File: src/rtl/fp32_mul_arbiter.sv
// Round-robin arbiter/sequencer sharing one external FP32 multiplier between
// NUM_REQ requesters, with a per-operation timeout on a hung multiplier.
module fp32_mul_arbiter #(
    parameter int unsigned NUM_REQ = 4,
    parameter int unsigned TIMEOUT = 15,
    localparam int unsigned GID_W  = $clog2(NUM_REQ)
) (
    input  logic                   clk,
    input  logic                   reset,
    input  logic [NUM_REQ-1:0]     req_valid_i,
    output logic [NUM_REQ-1:0]     req_ready_o,
    input  logic [32*NUM_REQ-1:0]  req_a_i,
    input  logic [32*NUM_REQ-1:0]  req_b_i,
    output logic [NUM_REQ-1:0]     rsp_valid_o,
    input  logic [NUM_REQ-1:0]     rsp_ready_i,
    output logic [31:0]            rsp_result_o,
    output logic [31:0]            mul_a_o,
    output logic [31:0]            mul_b_o,
    output logic                   mul_start_o,
    input  logic [31:0]            mul_result_i,
    input  logic                   mul_done_i,
    output logic                   busy_o,
    output logic [GID_W-1:0]       grant_id_o,
    output logic                   err_timeout_o
);

    localparam int unsigned CNT_W = $clog2(TIMEOUT + 1);
    localparam logic [31:0] QNAN  = 32'h7FC0_0000;

    typedef enum logic [1:0] {S_IDLE, S_ISSUE, S_WAIT, S_RESP} state_e;

    state_e               state_q, state_d;
    logic [GID_W-1:0]     last_q, last_d;
    logic [GID_W-1:0]     grant_q, grant_d;
    logic [31:0]          opa_q, opa_d;
    logic [31:0]          opb_q, opb_d;
    logic [31:0]          res_q, res_d;
    logic [CNT_W-1:0]     cnt_q, cnt_d;
    logic                 err_q, err_d;
    logic                 start_q, start_d;
    logic [NUM_REQ-1:0]   rsp_valid_q, rsp_valid_d;

    logic [GID_W-1:0]     winner_c;
    logic                 found_c;
    logic [31:0]          idx_c;
    logic [31:0]          a_arr [NUM_REQ];
    logic [31:0]          b_arr [NUM_REQ];

    function automatic logic [NUM_REQ-1:0] onehot(input logic [GID_W-1:0] i);
        return NUM_REQ'(1) << i;
    endfunction

    // Unpack the flat operand buses into per-requester words
    for (genvar g = 0; g < NUM_REQ; g++) begin : g_unpack
        assign a_arr[g] = req_a_i[32*g +: 32];
        assign b_arr[g] = req_b_i[32*g +: 32];
    end

    // Round-robin search starting just after the last served requester
    always_comb begin
        winner_c = '0;
        found_c  = 1'b0;
        idx_c    = '0;
        for (int unsigned k = 1; k <= NUM_REQ; k++) begin
            idx_c = (32'(last_q) + k) % NUM_REQ;
            if (!found_c && req_valid_i[GID_W'(idx_c)]) begin
                found_c  = 1'b1;
                winner_c = GID_W'(idx_c);
            end
        end
    end

    // Next-state and datapath updates for the sequencer
    always_comb begin
        state_d     = state_q;
        last_d      = last_q;
        grant_d     = grant_q;
        opa_d       = opa_q;
        opb_d       = opb_q;
        res_d       = res_q;
        cnt_d       = cnt_q;
        err_d       = err_q;
        start_d     = 1'b0;
        rsp_valid_d = rsp_valid_q;
        case (state_q)
            S_IDLE: begin
                if (found_c) begin
                    opa_d   = a_arr[winner_c];
                    opb_d   = b_arr[winner_c];
                    grant_d = winner_c;
                    start_d = 1'b1;
                    state_d = S_ISSUE;
                end
            end
            S_ISSUE: begin
                cnt_d   = '0;
                state_d = S_WAIT;
            end
            S_WAIT: begin
                // a completion on the expiry cycle still counts as success
                if (mul_done_i) begin
                    res_d       = mul_result_i;
                    rsp_valid_d = onehot(grant_q);
                    state_d     = S_RESP;
                end else if (cnt_q == CNT_W'(TIMEOUT - 1)) begin
                    res_d       = QNAN;
                    err_d       = 1'b1;
                    rsp_valid_d = onehot(grant_q);
                    state_d     = S_RESP;
                end else begin
                    cnt_d = cnt_q + CNT_W'(1);
                end
            end
            S_RESP: begin
                if (rsp_ready_i[grant_q]) begin
                    last_d      = grant_q;
                    rsp_valid_d = '0;
                    state_d     = S_IDLE;
                end
            end
            default: state_d = S_IDLE;
        endcase
    end

    // State and datapath registers
    always_ff @(posedge clk or posedge reset) begin
        if (reset) begin
            state_q     <= S_IDLE;
            last_q      <= GID_W'(NUM_REQ - 1);
            grant_q     <= '0;
            opa_q       <= '0;
            opb_q       <= '0;
            res_q       <= '0;
            cnt_q       <= '0;
            err_q       <= 1'b0;
            start_q     <= 1'b0;
            rsp_valid_q <= '0;
        end else begin
            state_q     <= state_d;
            last_q      <= last_d;
            grant_q     <= grant_d;
            opa_q       <= opa_d;
            opb_q       <= opb_d;
            res_q       <= res_d;
            cnt_q       <= cnt_d;
            err_q       <= err_d;
            start_q     <= start_d;
            rsp_valid_q <= rsp_valid_d;
        end
    end

    // Accept is combinational so the winner is taken on the same edge
    assign req_ready_o   = (state_q == S_IDLE && found_c && !reset) ? onehot(winner_c) : '0;
    assign rsp_valid_o   = rsp_valid_q;
    assign rsp_result_o  = res_q;
    assign mul_a_o       = opa_q;
    assign mul_b_o       = opb_q;
    assign mul_start_o   = start_q;
    assign busy_o        = (state_q != S_IDLE);
    assign grant_id_o    = grant_q;
    assign err_timeout_o = err_q;

endmodule

File: config.mk
export PLATFORM = sky130hd
export DESIGN_NAME = fp32_mul_arbiter
export DESIGN_NICKNAME = d
export VERILOG_FILES = /design/src/rtl/fp32_mul_arbiter.sv
export SDC_FILE = /design/constraint.sdc
export NUM_CORES = 1
export LEC_CHECK = 0
export ABC_AREA = 1
export CELL_PAD_IN_SITES_DETAIL_PLACEMENT = 0
export CELL_PAD_IN_SITES_GLOBAL_PLACEMENT = 1
export CORE_AREA = 3 3 172 174
export DETAILED_ROUTE_END_ITERATION = 6
export DIE_AREA = 0 0 175 177
export HOLD_SLACK_MARGIN = 0.03
export PLACE_DENSITY_LB_ADDON = 0.1
export RECOVER_POWER = 25
export SLEW_MARGIN = 20
export SYNTH_ARGS = -nofsm -noshare
export SYNTH_HDL_FRONTEND = slang
export SYNTH_SLANG_ARGS = --single-unit
File: constraint.sdc
create_clock -name clk -period 6.8 [get_ports clk]
set_input_delay 1.36 -clock clk [delete_from_list [all_inputs] [get_ports clk]]
set_output_delay 1.36 -clock clk [all_outputs]
set_load 0.01 [all_outputs]
== Yosys cells after proc, flatten, opt, wreduce, memory -nomap -nowiden ==
Index checks and enable logic that the tools add are counted.
W data, S select, Z words.

* Add/subtract/negate cells: 5
* Order comparisons: 6
* Equality and inequality tests: 9
* Shift operators: 2
* Multiplexer cells: 41
* Bitwise operators: 2
* Reductions and logical operators: 21

{| class="wikitable"
|+ Operators with widths
! cell !! number
|-
| $mux W32 || 6
|-
| $bmux W32 S2 || 2
|-
| $mux W4 || 6
|-
| $mux W2 || 8
|-
| $pmux W4 S2 || 2
|-
| $lt A2 B3 Y1 const B || 5
|-
| $reduce_and A3 Y1 || 4
|-
| $mux W1 || 11
|-
| $bmux W1 S2 || 5
|-
| $ne A2 B2 Y1 const B || 4
|-
| $pmux W2 S4 || 1
|-
| $reduce_bool A2 Y1 || 4
|-
| $shl A1 B2 Y4 const A || 2
|-
| $reduce_and A2 Y1 || 3
|-
| $logic_and A1 B1 Y1 || 5
|-
| $add A2 B1 Y2 const B || 2
|-
| $add A2 B2 Y2 const B || 2
|-
| $add A4 B1 Y4 const B || 1
|-
| $eq A2 B2 Y1 const B || 2
|-
| $eq A4 B4 Y1 const B || 1
|-
| $logic_not A1 Y1 || 4
|-
| $ge A3 B3 Y1 const B || 1
|-
| $ne A3 B3 Y1 const B || 1
|-
| $not A2 Y3 || 1
|-
| other kinds (3) || 3
|}

* Register bits after elaboration: 112
* Input bits: 299
* Output and inout bits: 109
* Word-level logic and storage cells: 96

== Depth between registers and ports, before layout ==
* Depth after elaboration: 17
* Gate-level depth with buffers: 18

== Worst setup path before layout ==
No wires, ideal clock.

* Path kind: input to output
* Start point: input port reset
* End point: output port req_ready_o[0]
* Data arrival time: 4.447 ns
* Required time: 5.440 ns
* Slack: 0.993 ns
* Stages on the path: 3
* Path buffers: 0
* Cell sequence: inv_1 > nand2_1 > nor3_1

* Cells in the longest elaborated chain, start to end: 3

{| class="wikitable"
|+ Ends and longest elaborated chain
! element !! line !! text
|-
| start, declared || 9 || <nowiki>input logic reset,</nowiki>
|-
| $logic_not A1 Y1 || 153 || <nowiki>assign req_ready_o = (state_q == S_IDLE && found_c && !reset) ? onehot(winner_c) : '0;</nowiki>
|-
| $logic_and A1 B1 Y1 || 153 ||
|-
| $mux W4 || 153 ||
|-
| end, declared || 11 || <nowiki>output logic [NUM_REQ-1:0] req_ready_o,</nowiki>
|}

Every way passes these cells.

== Worst setup path after layout ==
* Start point: input port req_valid_i[1]
* End point: output port req_ready_o[2]

* Cells in the longest elaborated chain, start to end: 15
* Elaborated cells on any way between the ends: 26

{| class="wikitable"
|+ Ends and longest elaborated chain
! element !! line !! text
|-
| start, declared || 10 || <nowiki>input logic [NUM_REQ-1:0] req_valid_i,</nowiki>
|-
| $bmux W1 S2 || 66 || <nowiki>if (!found_c && req_valid_i[GID_W'(idx_c)]) begin</nowiki>
|-
| $mux W1 (not written as such) || 66 ||
|-
| $mux W1 || 66 ||
|-
| $logic_not A1 Y1 || 66 ||
|-
| $logic_and A1 B1 Y1 || 66 ||
|-
| $mux W1 || 66 ||
|-
| $logic_not A1 Y1 || 66 ||
|-
| $logic_and A1 B1 Y1 || 66 ||
|-
| $mux W1 || 66 ||
|-
| $logic_not A1 Y1 || 66 ||
|-
| $logic_and A1 B1 Y1 || 66 ||
|-
| $mux W1 || 66 ||
|-
| $logic_and A1 B1 Y1 (2 in series) || 153 ||
|-
| $mux W4 * || 153 ||
|}

Every way passes the cells marked *; elsewhere a longest branch is shown, timed or not. The select of a mux whose other input is x is not followed.

==> results by group <==
Run status
  • Status: completed

STA
  • Hold slack: 0.482 ns
  • PnR worst setup slack: 1.58 ns
  • RSZ-0062 raised after global routing: false
  • Slew margin rel.: 37.1%
  • Crit share post-route: 76.8%
  • Final hold violation count: 0
  • Max Slew Vio Count: 0
  • Max Clock Freq: 192 MHz
  • Worst-margin pin slew: 0.944 ns
  • Fin Clk Skew: 0.0104 ns
  • Final setup TNS: 0 ns
  • Finish-stage setup viols: 0
  • Fin crit period: 5.22 ns

Worst setup path
  • WP data required: 5.44 ns
  • Crit path max-delay cell type: clkdlybuf4s50_1
  • Critical path arrival: 3.86 ns
  • Crit path from: req_valid_i[1]
  • Worst-path maximum fanout: 59
  • CP Cell Sequence: clkdlybuf4s50_1 > inv_1 > nand2_1 > nand2_1 > nand2_1 > nand2_1 > a21oi_1 > nand2_4 > nand2_4 > inv_1 > nor3_1 > clkdlybuf4s50_1
  • Max incr delay on CP: 0.56 ns
  • Reg2reg start: last_q[0]
  • CP endpoint kind: output port
  • Crit path top cell by count: nand2_1
  • Critical path class: in -> out
  • Kind of start point of the critical path: input pin

Placement
  • Placed inst area: 11500 µm²
  • Hpwl dp: 23.0 mm
  • GP Congestion: 0.787
  • Port Buffers: 407
  • Dpl ws: 1.48 ns
  • DP Cell Count: 1846

Global routing
  • Vias in the first global route: 8307
  • Total GRT Usage: 20.3%
  • Global route overflow: 0
  • Largest net degree at the start of global routing: 81
  • First-pass GRT wire length: 48.7 mm
  • Antenna violations before repair: 4

Power and ir drop
  • Power density cells: 477 nW/µm²
  • Static leakage: 5.90 nW
  • IR drop worst, VDD: 0.293 mV

Clocking
  • Hold_buf cts: 0
  • Clock Pin Slew Worst Setup and Hold Paths: 0.09 ns
  • Clock net sink count: 112
  • CTS H-Tree Depth: 3
  • Clock latency on the worst-skew pair: 0.36 ns
  • TritonCTS Buffers: 9
  • Clock tree buffer depth: 2
  • Post-CTS sizing: 0
  • CTS tree: yes
  • Root Driver: clkbuf_16
  • Post-CTS Setup Inserts: 0

Die
  • Starting Density: 26.1%
  • Die area: 31000 µm²
  • Core region area: 27900 µm²
  • Die Y: 177 µm
  • Die Wd: 175 µm
  • Std cell rows: 61
  • I/O Pins: 408

Layout
  • Commonest non-fill, non-tap cell in the layout: nand2_1
  • Final-layout fill cell count: 3001
  • Layout cells sized above 1: 3.10%
  • Final #Nets: 1785
  • Commonest cells after routing, fill and taps aside: 684 x nand2_1, 372 x clkdlybuf4s50_1, 139 x nand3_1
  • Post-route cell area: 11800 µm²
  • Non-filler instance count after layout: 1866
  • Layout area overhead: 61.3%

Synthesis
  • Combinational family with the most area after synthesis: simple AND/OR/NAND/NOR gates
  • Seq/Total Area, Yosys: 38.5%
  • Post-synthesis mux area share: 0%
  • Yosys Warn Count: 0
  • Adder-cell share of the synthesized area: 1.20%
  • Simple-Gate Fraction of Synth Area: 47.0%
  • Avg Cell Area, Syn: 6.46 µm²
  • Synthesized area: 7290 µm²
  • Post-synthesis net count: 1435
  • Cell variety after synth: 28
  • Post-synthesis compound-gate area fraction: 5.42%
  • Post-Synth XOR/XNOR Area: 0.120%
  • Mapped Cells: 1129
  • Synthesized flop and latch total: 112

Route
  • Drt total wl: 32.0 mm
  • 1st-iter DRT viols: 370
  • # DRC: 0
  • Initial DRT Pass Iterations: 4
  • Routed Antenna Nets: 0
  • DR WL/cell: 17.2 µm
  • DR vias: 8382
  • Via/cell ratio: 4.49

Min path
  • Hold Crit Class: reg -> reg
  • Hold_sp: mul_b_o[23]

Job
  • Maxcap violations: 0
-- critical path: cells and delay by family --
kind                   cells  cell delay, ns
AO/OA/AOI/OAI              1            0.25
buffers and inverters      4            1.14
AND/OR/NAND/NOR            7            1.10
-- logic make-up after synthesis --
logic type	count (synthesis)
AND/OR/NAND/NOR	851
flip-flops	112
buffers and inverters	104
AO/OA/AOI/OAI	54
adder cells (fa/ha/maj)	7
XOR/XNOR	1
-- cells in the mapped netlist, drive strengths merged --
cell type,instances,area (µm²)
dfrtp,110,2750
o21bai,1,7.51
clkinv,1,3.75
nor3,5,25.0
a21oi,7,35.0
xor2,1,8.76
inv,26,103
ha,7,87.6
nor2,6,30.0
a22o,23,201
clkbuf,12,45.0
o21ai,13,65.1
nand2,695,2640
o22a,9,78.8
o21a,1,7.51
buf,65,415
nand4,6,37.5
dfstp,2,52.6
nand3,139,696
-- stage by stage --
stage          total power, mW  util [%]
3_3_place_gp              5.19      41.1
6_report                  5.61      42.1
2_1_floorplan             3.84         -
4_1_cts                   5.77      42.1
5_1_grt                   6.28      42.1
3_5_place_dp              5.21      41.1
-- power by group --
group          leakage (nW)  switching (mW)  internal [mW]
Clock                 0.140           0.280          0.257
Sequential             1.40           0.174          0.974
Combinational          4.37            2.45           1.47
Total                  5.90            2.91           2.70
-- layer usage --
layer,share of wire [%],global-route usage [%],up-vias
li1,-,-,4263
met1,41,24.1,3793
met2,50,35.4,296
met3,8.0,5.88,30
met4,1.8,6.35,0
met5,0,0,-
-- final cells by class --
class                           count  area [µm²]  share of cell area [%]
Multi-Input combinational cell    913        3940                    33.5
Timing Repair Buffer              416        4140                    35.2
Sequential cell                   112        2810                    23.8
Clock buffer                        9         225                    1.91
Antenna cell                        4        10.0                  0.0851
Clock inverter                      7        61.3                   0.521
Inverter                           27         109                   0.925
Tap cell                          378         473                    4.02
-- sequential cells by signal, summed over array words and instances, names as in the netlist --
name           count
cnt_q              4
err_timeout_o      1
grant_id_o         2
last_q             2
mul_a_o           32
mul_b_o           32
mul_start_o        1
rsp_result_o      32
rsp_valid_o        4
state_q            2
-- path summary, 6_finish.rpt --
| path | endpoint | depth (start not counted) | slack [ns] |
|---|---|---|---|
| max in group asynchronous | mul_a_o[26] | 3 | 3.87 |
| hold reg to reg | mul_b_o[23] | 2 | 0.48 |
| setup / recovery | req_ready_o[2] | 12 | 1.58 |
| setup reg to reg | mul_a_o[9] | 16 | 2.92 |
| hold / removal | mul_b_o[23] | 2 | 0.48 |
| min in group asynchronous | rsp_result_o[26] | 2 | 1.55 |
(Power assumes the default switching activity.)
